[src/rtl/cpu_multicycle.sv]
// Multi-cycle core: FETCH/EXEC/MEM state machine with valid/ack instruction and data buses.
// Memories are external; the register bank is a separate module below, the ALU is a local function.

module cpu_regbank #(
   parameter int WORD_SIZE     = 8,
   parameter int NUM_REGISTERS = 8,
   parameter int REGISTER_BITS = $clog2(NUM_REGISTERS)
) (
   input  logic                     clk,
   input  logic                     rst,
   input  logic                     i_we,
   input  logic [REGISTER_BITS-1:0] i_waddr,
   input  logic [WORD_SIZE-1:0]     i_wdata,
   input  logic [REGISTER_BITS-1:0] i_raddr_a,
   input  logic [REGISTER_BITS-1:0] i_raddr_b,
   output logic [WORD_SIZE-1:0]     o_rdata_a,
   output logic [WORD_SIZE-1:0]     o_rdata_b
);
   logic [WORD_SIZE-1:0] r_regs [NUM_REGISTERS];

   // Register storage, cleared by reset, one write port.
   always_ff @(posedge clk or negedge rst) begin
      if (!rst) begin
         for (int i = 0; i < NUM_REGISTERS; i++) r_regs[i] <= '0;
      end else if (i_we) begin
         r_regs[i_waddr] <= i_wdata;
      end
   end

   assign o_rdata_a = r_regs[i_raddr_a];
   assign o_rdata_b = r_regs[i_raddr_b];
endmodule

module cpu_multicycle #(
   parameter int WORD_SIZE     = 8,
   parameter int ADDR_SIZE     = 8,
   parameter int INST_SIZE     = 16,
   parameter int NUM_REGISTERS = 8,
   parameter int OPCODE_BITS   = 5
) (
   input  logic                 clk,
   input  logic                 rst,
   output logic                 imem_req,
   output logic [ADDR_SIZE-1:0] imem_addr,
   input  logic [INST_SIZE-1:0] imem_rdata,
   input  logic                 imem_ack,
   output logic                 dmem_req,
   output logic                 dmem_we,
   output logic [ADDR_SIZE-1:0] dmem_addr,
   output logic [WORD_SIZE-1:0] dmem_wdata,
   input  logic [WORD_SIZE-1:0] dmem_rdata,
   input  logic                 dmem_ack,
   output logic                 retired,
   output logic                 halted,
   output logic [2:0]           flags
);
   localparam int REGISTER_BITS = $clog2(NUM_REGISTERS);
   localparam logic [OPCODE_BITS-1:0] OP_ADD   = OPCODE_BITS'(5'd0);
   localparam logic [OPCODE_BITS-1:0] OP_ADC   = OPCODE_BITS'(5'd1);
   localparam logic [OPCODE_BITS-1:0] OP_SUB   = OPCODE_BITS'(5'd2);
   localparam logic [OPCODE_BITS-1:0] OP_AND   = OPCODE_BITS'(5'd3);
   localparam logic [OPCODE_BITS-1:0] OP_OR    = OPCODE_BITS'(5'd4);
   localparam logic [OPCODE_BITS-1:0] OP_XOR   = OPCODE_BITS'(5'd5);
   localparam logic [OPCODE_BITS-1:0] OP_INC   = OPCODE_BITS'(5'd6);
   localparam logic [OPCODE_BITS-1:0] OP_DEC   = OPCODE_BITS'(5'd7);
   localparam logic [OPCODE_BITS-1:0] OP_SHR   = OPCODE_BITS'(5'd8);
   localparam logic [OPCODE_BITS-1:0] OP_SHL   = OPCODE_BITS'(5'd9);
   localparam logic [OPCODE_BITS-1:0] OP_CMP   = OPCODE_BITS'(5'd10);
   localparam logic [OPCODE_BITS-1:0] OP_MOV   = OPCODE_BITS'(5'd11);
   localparam logic [OPCODE_BITS-1:0] OP_SET   = OPCODE_BITS'(5'd12);
   localparam logic [OPCODE_BITS-1:0] OP_JMP   = OPCODE_BITS'(5'd13);
   localparam logic [OPCODE_BITS-1:0] OP_JC    = OPCODE_BITS'(5'd14);
   localparam logic [OPCODE_BITS-1:0] OP_JZ    = OPCODE_BITS'(5'd15);
   localparam logic [OPCODE_BITS-1:0] OP_JN    = OPCODE_BITS'(5'd16);
   localparam logic [OPCODE_BITS-1:0] OP_STR   = OPCODE_BITS'(5'd17);
   localparam logic [OPCODE_BITS-1:0] OP_LOAD  = OPCODE_BITS'(5'd18);
   localparam logic [OPCODE_BITS-1:0] OP_RSTR  = OPCODE_BITS'(5'd19);
   localparam logic [OPCODE_BITS-1:0] OP_RLOAD = OPCODE_BITS'(5'd20);
   localparam logic [ADDR_SIZE-1:0]   PC_ONE   = {{(ADDR_SIZE-1){1'b0}}, 1'b1};
   localparam logic [WORD_SIZE:0]     ALU_ONE  = {{WORD_SIZE{1'b0}}, 1'b1};

   typedef enum logic [1:0] {S_FETCH = 2'd0, S_EXEC = 2'd1, S_MEM = 2'd2, S_HALT = 2'd3} state_t;

   state_t                   r_state;
   logic [ADDR_SIZE-1:0]     r_pc;
   logic [INST_SIZE-1:0]     r_ir;
   logic [2:0]               r_flags;

   logic [OPCODE_BITS-1:0]   w_opcode;
   logic [REGISTER_BITS-1:0] w_rx, w_ry;
   logic [WORD_SIZE-1:0]     w_imm, w_rx_val, w_ry_val, w_exec_wdata, w_rf_wdata;
   logic [WORD_SIZE:0]       w_alu;
   logic [2:0]               w_alu_flags;
   logic [ADDR_SIZE-1:0]     w_next_pc, w_mem_addr;
   logic [WORD_SIZE-1:0]     w_mem_wdata;
   logic                     w_valid, w_is_mem, w_is_load, w_writes, w_sets_flags;
   logic                     w_mem_we, w_rf_we;

   // Result is {carry/borrow, value}; shifts put the bit shifted out in the carry slot.
   function automatic logic [WORD_SIZE:0] alu_f(input logic [OPCODE_BITS-1:0] op,
                                                input logic [WORD_SIZE-1:0] a,
                                                input logic [WORD_SIZE-1:0] b,
                                                input logic cin);
      logic [WORD_SIZE:0] ax, bx;
      ax = {1'b0, a};
      bx = {1'b0, b};
      case (op)
         OP_ADD:         alu_f = ax + bx;
         OP_ADC:         alu_f = ax + bx + {{WORD_SIZE{1'b0}}, cin};
         OP_SUB, OP_CMP: alu_f = ax - bx;
         OP_INC:         alu_f = ax + ALU_ONE;
         OP_DEC:         alu_f = ax - ALU_ONE;
         OP_AND:         alu_f = {1'b0, a & b};
         OP_OR:          alu_f = {1'b0, a | b};
         OP_XOR:         alu_f = {1'b0, a ^ b};
         OP_SHR:         alu_f = {a[0], 1'b0, a[WORD_SIZE-1:1]};
         OP_SHL:         alu_f = {a[WORD_SIZE-1], a[WORD_SIZE-2:0], 1'b0};
         default:        alu_f = '0;
      endcase
   endfunction

   assign w_opcode = r_ir[INST_SIZE-1 -: OPCODE_BITS];
   assign w_rx     = r_ir[INST_SIZE-OPCODE_BITS-1 -: REGISTER_BITS];
   assign w_ry     = r_ir[INST_SIZE-OPCODE_BITS-REGISTER_BITS-1 -: REGISTER_BITS];
   assign w_imm    = r_ir[WORD_SIZE-1:0];

   cpu_regbank #(
      .WORD_SIZE(WORD_SIZE), .NUM_REGISTERS(NUM_REGISTERS), .REGISTER_BITS(REGISTER_BITS)
   ) u_regbank (
      .clk(clk), .rst(rst), .i_we(w_rf_we), .i_waddr(w_rx), .i_wdata(w_rf_wdata),
      .i_raddr_a(w_rx), .i_raddr_b(w_ry), .o_rdata_a(w_rx_val), .o_rdata_b(w_ry_val)
   );

   assign w_alu       = alu_f(w_opcode, w_rx_val, w_ry_val, r_flags[2]);
   assign w_alu_flags = {w_alu[WORD_SIZE], (w_alu[WORD_SIZE-1:0] == '0), w_alu[WORD_SIZE-1]};

   // Instruction decode: classify opcode, choose writeback value and next pc.
   always_comb begin
      w_valid      = 1'b1;
      w_is_mem     = 1'b0;
      w_is_load    = 1'b0;
      w_writes     = 1'b0;
      w_sets_flags = 1'b0;
      w_exec_wdata = w_alu[WORD_SIZE-1:0];
      w_next_pc    = r_pc + PC_ONE;
      case (w_opcode)
         OP_ADD, OP_ADC, OP_SUB, OP_AND, OP_OR, OP_XOR, OP_INC, OP_DEC, OP_SHR, OP_SHL: begin
            w_writes     = 1'b1;
            w_sets_flags = 1'b1;
         end
         OP_CMP: w_sets_flags = 1'b1;
         OP_MOV: begin
            w_writes     = 1'b1;
            w_exec_wdata = w_ry_val;
         end
         OP_SET: begin
            w_writes     = 1'b1;
            w_exec_wdata = w_imm;
         end
         OP_JMP: w_next_pc = ADDR_SIZE'(w_imm);
         OP_JC:  if (r_flags[2]) w_next_pc = ADDR_SIZE'(w_imm); else w_next_pc = r_pc + PC_ONE;
         OP_JZ:  if (r_flags[1]) w_next_pc = ADDR_SIZE'(w_imm); else w_next_pc = r_pc + PC_ONE;
         OP_JN:  if (r_flags[0]) w_next_pc = ADDR_SIZE'(w_imm); else w_next_pc = r_pc + PC_ONE;
         OP_STR, OP_RSTR: w_is_mem = 1'b1;
         OP_LOAD, OP_RLOAD: begin
            w_is_mem  = 1'b1;
            w_is_load = 1'b1;
         end
         default: w_valid = 1'b0;
      endcase
   end

   assign w_mem_we    = (w_opcode == OP_STR) || (w_opcode == OP_RSTR);
   assign w_mem_addr  = (w_opcode == OP_RSTR)  ? ADDR_SIZE'(w_rx_val) :
                        (w_opcode == OP_RLOAD) ? ADDR_SIZE'(w_ry_val) : ADDR_SIZE'(w_imm);
   assign w_mem_wdata = (w_opcode == OP_RSTR) ? w_ry_val : w_rx_val;

   assign w_rf_we    = ((r_state == S_EXEC) && w_writes) ||
                       ((r_state == S_MEM) && w_is_load && dmem_ack);
   assign w_rf_wdata = (r_state == S_MEM) ? dmem_rdata : w_exec_wdata;

   // Main sequencer: fetch, execute, memory access, halt.
   always_ff @(posedge clk or negedge rst) begin
      if (!rst) begin
         r_state <= S_FETCH;
         r_pc    <= '0;
         r_ir    <= '0;
         r_flags <= 3'b000;
      end else begin
         case (r_state)
            S_FETCH: begin
               if (imem_ack) begin
                  r_ir    <= imem_rdata;
                  r_state <= S_EXEC;
               end
            end
            S_EXEC: begin
               if (!w_valid) begin
                  r_state <= S_HALT;
               end else if (w_is_mem) begin
                  r_state <= S_MEM;
               end else begin
                  r_pc    <= w_next_pc;
                  r_state <= S_FETCH;
                  if (w_sets_flags) r_flags <= w_alu_flags;
               end
            end
            S_MEM: begin
               if (dmem_ack) begin
                  r_pc    <= r_pc + PC_ONE;
                  r_state <= S_FETCH;
               end
            end
            S_HALT:  r_state <= S_HALT;
            default: r_state <= S_HALT;
         endcase
      end
   end

   // Bus strobes are gated by rst so a reset drops them without waiting for a clock edge.
   assign imem_req   = rst && (r_state == S_FETCH);
   assign imem_addr  = r_pc;
   assign dmem_req   = rst && (r_state == S_MEM);
   assign dmem_we    = dmem_req && w_mem_we;
   assign dmem_addr  = dmem_req ? w_mem_addr : '0;
   assign dmem_wdata = dmem_req ? w_mem_wdata : '0;
   assign retired    = rst && (((r_state == S_EXEC) && w_valid && !w_is_mem) ||
                               ((r_state == S_MEM) && dmem_ack));
   assign halted     = (r_state == S_HALT);
   assign flags      = r_flags;
endmodule

[config.mk]
export PLATFORM = sky130hd
export DESIGN_NAME = cpu_multicycle
export DESIGN_NICKNAME = d
export VERILOG_FILES = /design/src/rtl/cpu_multicycle.sv
export SDC_FILE = /design/constraint.sdc
export NUM_CORES = 1
export LEC_CHECK = 0
export ABC_AREA = 1
export CAP_MARGIN = 5
export CORE_MARGIN = 4
export CORE_UTILIZATION = 53
export DETAILED_ROUTE_END_ITERATION = 8
export PLACE_DENSITY = 0.74
export SLEW_MARGIN = 10
export SYNTH_ARGS = -nofsm -noshare
export SYNTH_HDL_FRONTEND = slang
export SYNTH_SLANG_ARGS = --single-unit
[constraint.sdc]
create_clock -name clk -period 4.2 [get_ports clk]
set_input_delay 0.42 -clock clk [delete_from_list [all_inputs] [get_ports clk]]
set_output_delay 0.42 -clock clk [all_outputs]
set_load 0.05 [all_outputs]
==> results.toml, run 1 <==
[run_status]
status = "complete, no violations"

[placement]
dp_hpwl_um = 18500
io_buffer_count = 59
place.gp.congestion = 1.04

[clock_tree]
post_cts_resized = 0
cts_made_buffers = 9
cts-root-buf = "clkbuf_16"
clockBufferDepth = 2
cts_tree = "yes"
htree_levels = 3
clock_latency_ps = 360
cts.sinks = 93
postCtsHoldBufs = 0
postCtsSetupRepairBufs = 0
clkTransAtPathRegs_ps = 80

[die]
die_w_um = 127
die_h_um = 127
core-area_um2 = 13900
start_util_pct = 54.0
io_pins = 60
rows = 43
dieArea_um2 = 16100

[logic_synthesis]
synthFlopType = "dfrtp_1"
synth_common_cells = "nand2_1 (350), inv_1 (110), dfrtp_1 (93), nor2_1 (93), nand3_1 (92)"
syn_avg_cell_area_um2 = 6.50
synth.largest_area_cell = "dfrtp_1"
ys_types = 47
yosysWarningCount = 0
yosysSeqAreaShare_pct = 31.1
yosysMostFrequentCell = "nand2_1"
netlist_area_um2 = 7490
synth-seq-cells = 93
netlist_instances = 1152
synth_edf_count = 0
synthArstFlopShare_pct = 100
synth_area_leaders = "dfrtp_1 (31%), nand2_1 (18%), nand3_1 (6.1%), o21ai_0 (5.9%), inv_1 (5.5%)"
synth_top_area_share_pct = 31.1
synth_fp_nets = 1209

[global_routing]
first_global_vias = 7326
overflow = 0
antenna_found_initial = 0
grt_max_degree = 50
track_usage_pct = 31.5
grt_pass1_wl_um = 39700

[setup_path]
start_kind = "register"
path_cells = "inv_2, o21ai_0, nand3_1, and2_1, ha_1, inv_1, fa_1, inv_1, ha_1, inv_1, nor2_1, nand3_1, nor2_1, a21oi_1, o21ai_0, nand3b_1, nand3_1, nand2_1"
end_kind = "register"
worstPathRequired_ps = 4450
cpPeakStageDelay_ps = 430
r2r_slack_ps = 330
worst_ep_arrival_time_ps = 4120
worstSetupPathType = "register to register"
cp_slowest_cell = "fa_1"
cp_max_fo = 30

[sta]
hold_slack_ps = 186
max_freq_mhz = 258
tns_ps = 0
finalCritPeriodShare_pct = 92.1
tightest_slew_ps = 768
max_slew_margin_pct = 48.6
slew_violations = 0
finalSetupViolations = 0
fin_crit_ps = 3870
hold_viol_final = 0
rsz0062_at_grt = "false"
fin_worst_skew_ps = 9.70

[route]
ant_nets = 0
totalWireLength_um = 24800
routed_via_density = 5.86
vias = 8110
post-route-drc-count = 0
routedWlPerCell_um = 17.9
drt_first_pass_iters = 5
detail_route.iter0.violations = 1006

[power_and_ir_drop]
p_total_mw = 1.83
powerDensity_nw_per_um2 = 214
max-vdd-ir-drop_mv = 0.192
p_leak_nw = 4.15

[finish]
fin_nets = 1257
diodes = 0
area_growth_pct = 14.1
layout-drive-gt1-share_pct = 9.05

[min_path]
hp-class = "input pin to asynchronous set/reset pin"

[job]
cap_violations = 0
[per-stage QoR]
stage	instances	setup WS, ps	cell area (um^2)	utilization (%)
after floorplan	1152	930	7490	-
after global placement	1368	498	8220	59.2
after detailed placement	1368	411	8220	59.2
after CTS	1384	399	8540	61.5
after global routing	1385	30.3	8550	61.6
final	1385	330	8550	61.6
[worst max-delay path: cells and delay by family, from the launching register on]
kind | cells | cell delay, ps
AO/OA/AOI/OAI | 3 | 430
adder cells (fa/ha/maj) | 3 | 870
buffers and inverters | 4 | 600
flip-flops | 1 | 410
AND/OR/NAND/NOR | 8 | 1440
[sequential cells by signal, summed over array words and instances (netlist names)]
signal            flops
r_state               2
u_regbank.r_regs     64
r_ir                 16
imem_addr             8
flags                 3
[worst paths after layout]
path	from	to	cells after the start
max reg2reg	r_ir[5]$_DFFE_PN0P_	u_regbank.r_regs[6]$_DFFE_PN0P_	18
max in group asynchronous	rst	u_regbank.r_regs[59]$_DFFE_PN0P_	3
min	rst	r_ir[10]$_DFFE_PN0P_	2
min reg2reg	u_regbank.r_regs[62]$_DFFE_PN0P_	u_regbank.r_regs[62]$_DFFE_PN0P_	2
max	r_ir[5]$_DFFE_PN0P_	u_regbank.r_regs[6]$_DFFE_PN0P_	18
min in group clk	u_regbank.r_regs[62]$_DFFE_PN0P_	u_regbank.r_regs[62]$_DFFE_PN0P_	2
[power by group]
group	internal (mW)	switching [mW]
sequential	0.895	0
clock	0.476	0.412
combinational	0.0230	0.0244
total	1.39	0.436
[logic make-up after synthesis]
| group | Yosys count | synth area share [%] |
|---|---|---|
| compound gates | 252 | 18.4 |
| xor+xnor | 8 | 0.935 |
| fa+ha+maj | 29 | 5.04 |
| buf+inv | 184 | 10.3 |
| flops | 93 | 31.1 |
| mux | 1 | 0.150 |
| simple gates | 585 | 34.1 |
[layout by cell type (no fill, tap or decap), drive strengths merged, types with 7 or more instances in the layout]
cell type / count
nand3: 93
clkdlybuf4s50: 43
nand3b: 7
clkbuf: 9
dfrtp: 93
o211ai: 20
nand4: 10
buf: 45
nor2: 95
o22ai: 8
ha: 27
o21ai: 147
and2: 8
a21oi: 67
nand2: 353
inv: 135
nor3: 7
[layout make-up]
type | instances | area [um^2]
Tap cell | 180 | 225
Clock buffer | 9 | 225
Multi-Input combinational cell | 875 | 4400
Inverter | 133 | 502
Clock inverter | 7 | 90.1
Timing Repair Buffer | 88 | 781
Fill cell | 1349 | 5330
Sequential cell | 93 | 2330
[layer usage]
metal  global-route usage, %  routed length (um)  vias up
met5                       0                   0        -
met4                    12.2                 988        0
met3                    5.56                2360       69
met2                    44.9               10400      460
met1                    47.3               11000     3714
li1                        -                   -     3867
Power figures use the tool's default switching activity.
==> inputs of run 2 (changes only) <==
--- a/config.mk
+++ b/config.mk
@@ -6,7 +6,7 @@
 export NUM_CORES = 1
 export LEC_CHECK = 0
 export ABC_AREA = 1
-export CAP_MARGIN = 5
+export CAP_MARGIN = 20
 export CORE_MARGIN = 4
 export CORE_UTILIZATION = 53
 export DETAILED_ROUTE_END_ITERATION = 8
==> results of run 2 <==
The final DEF is identical to that of run 1; final timing and power are the same.
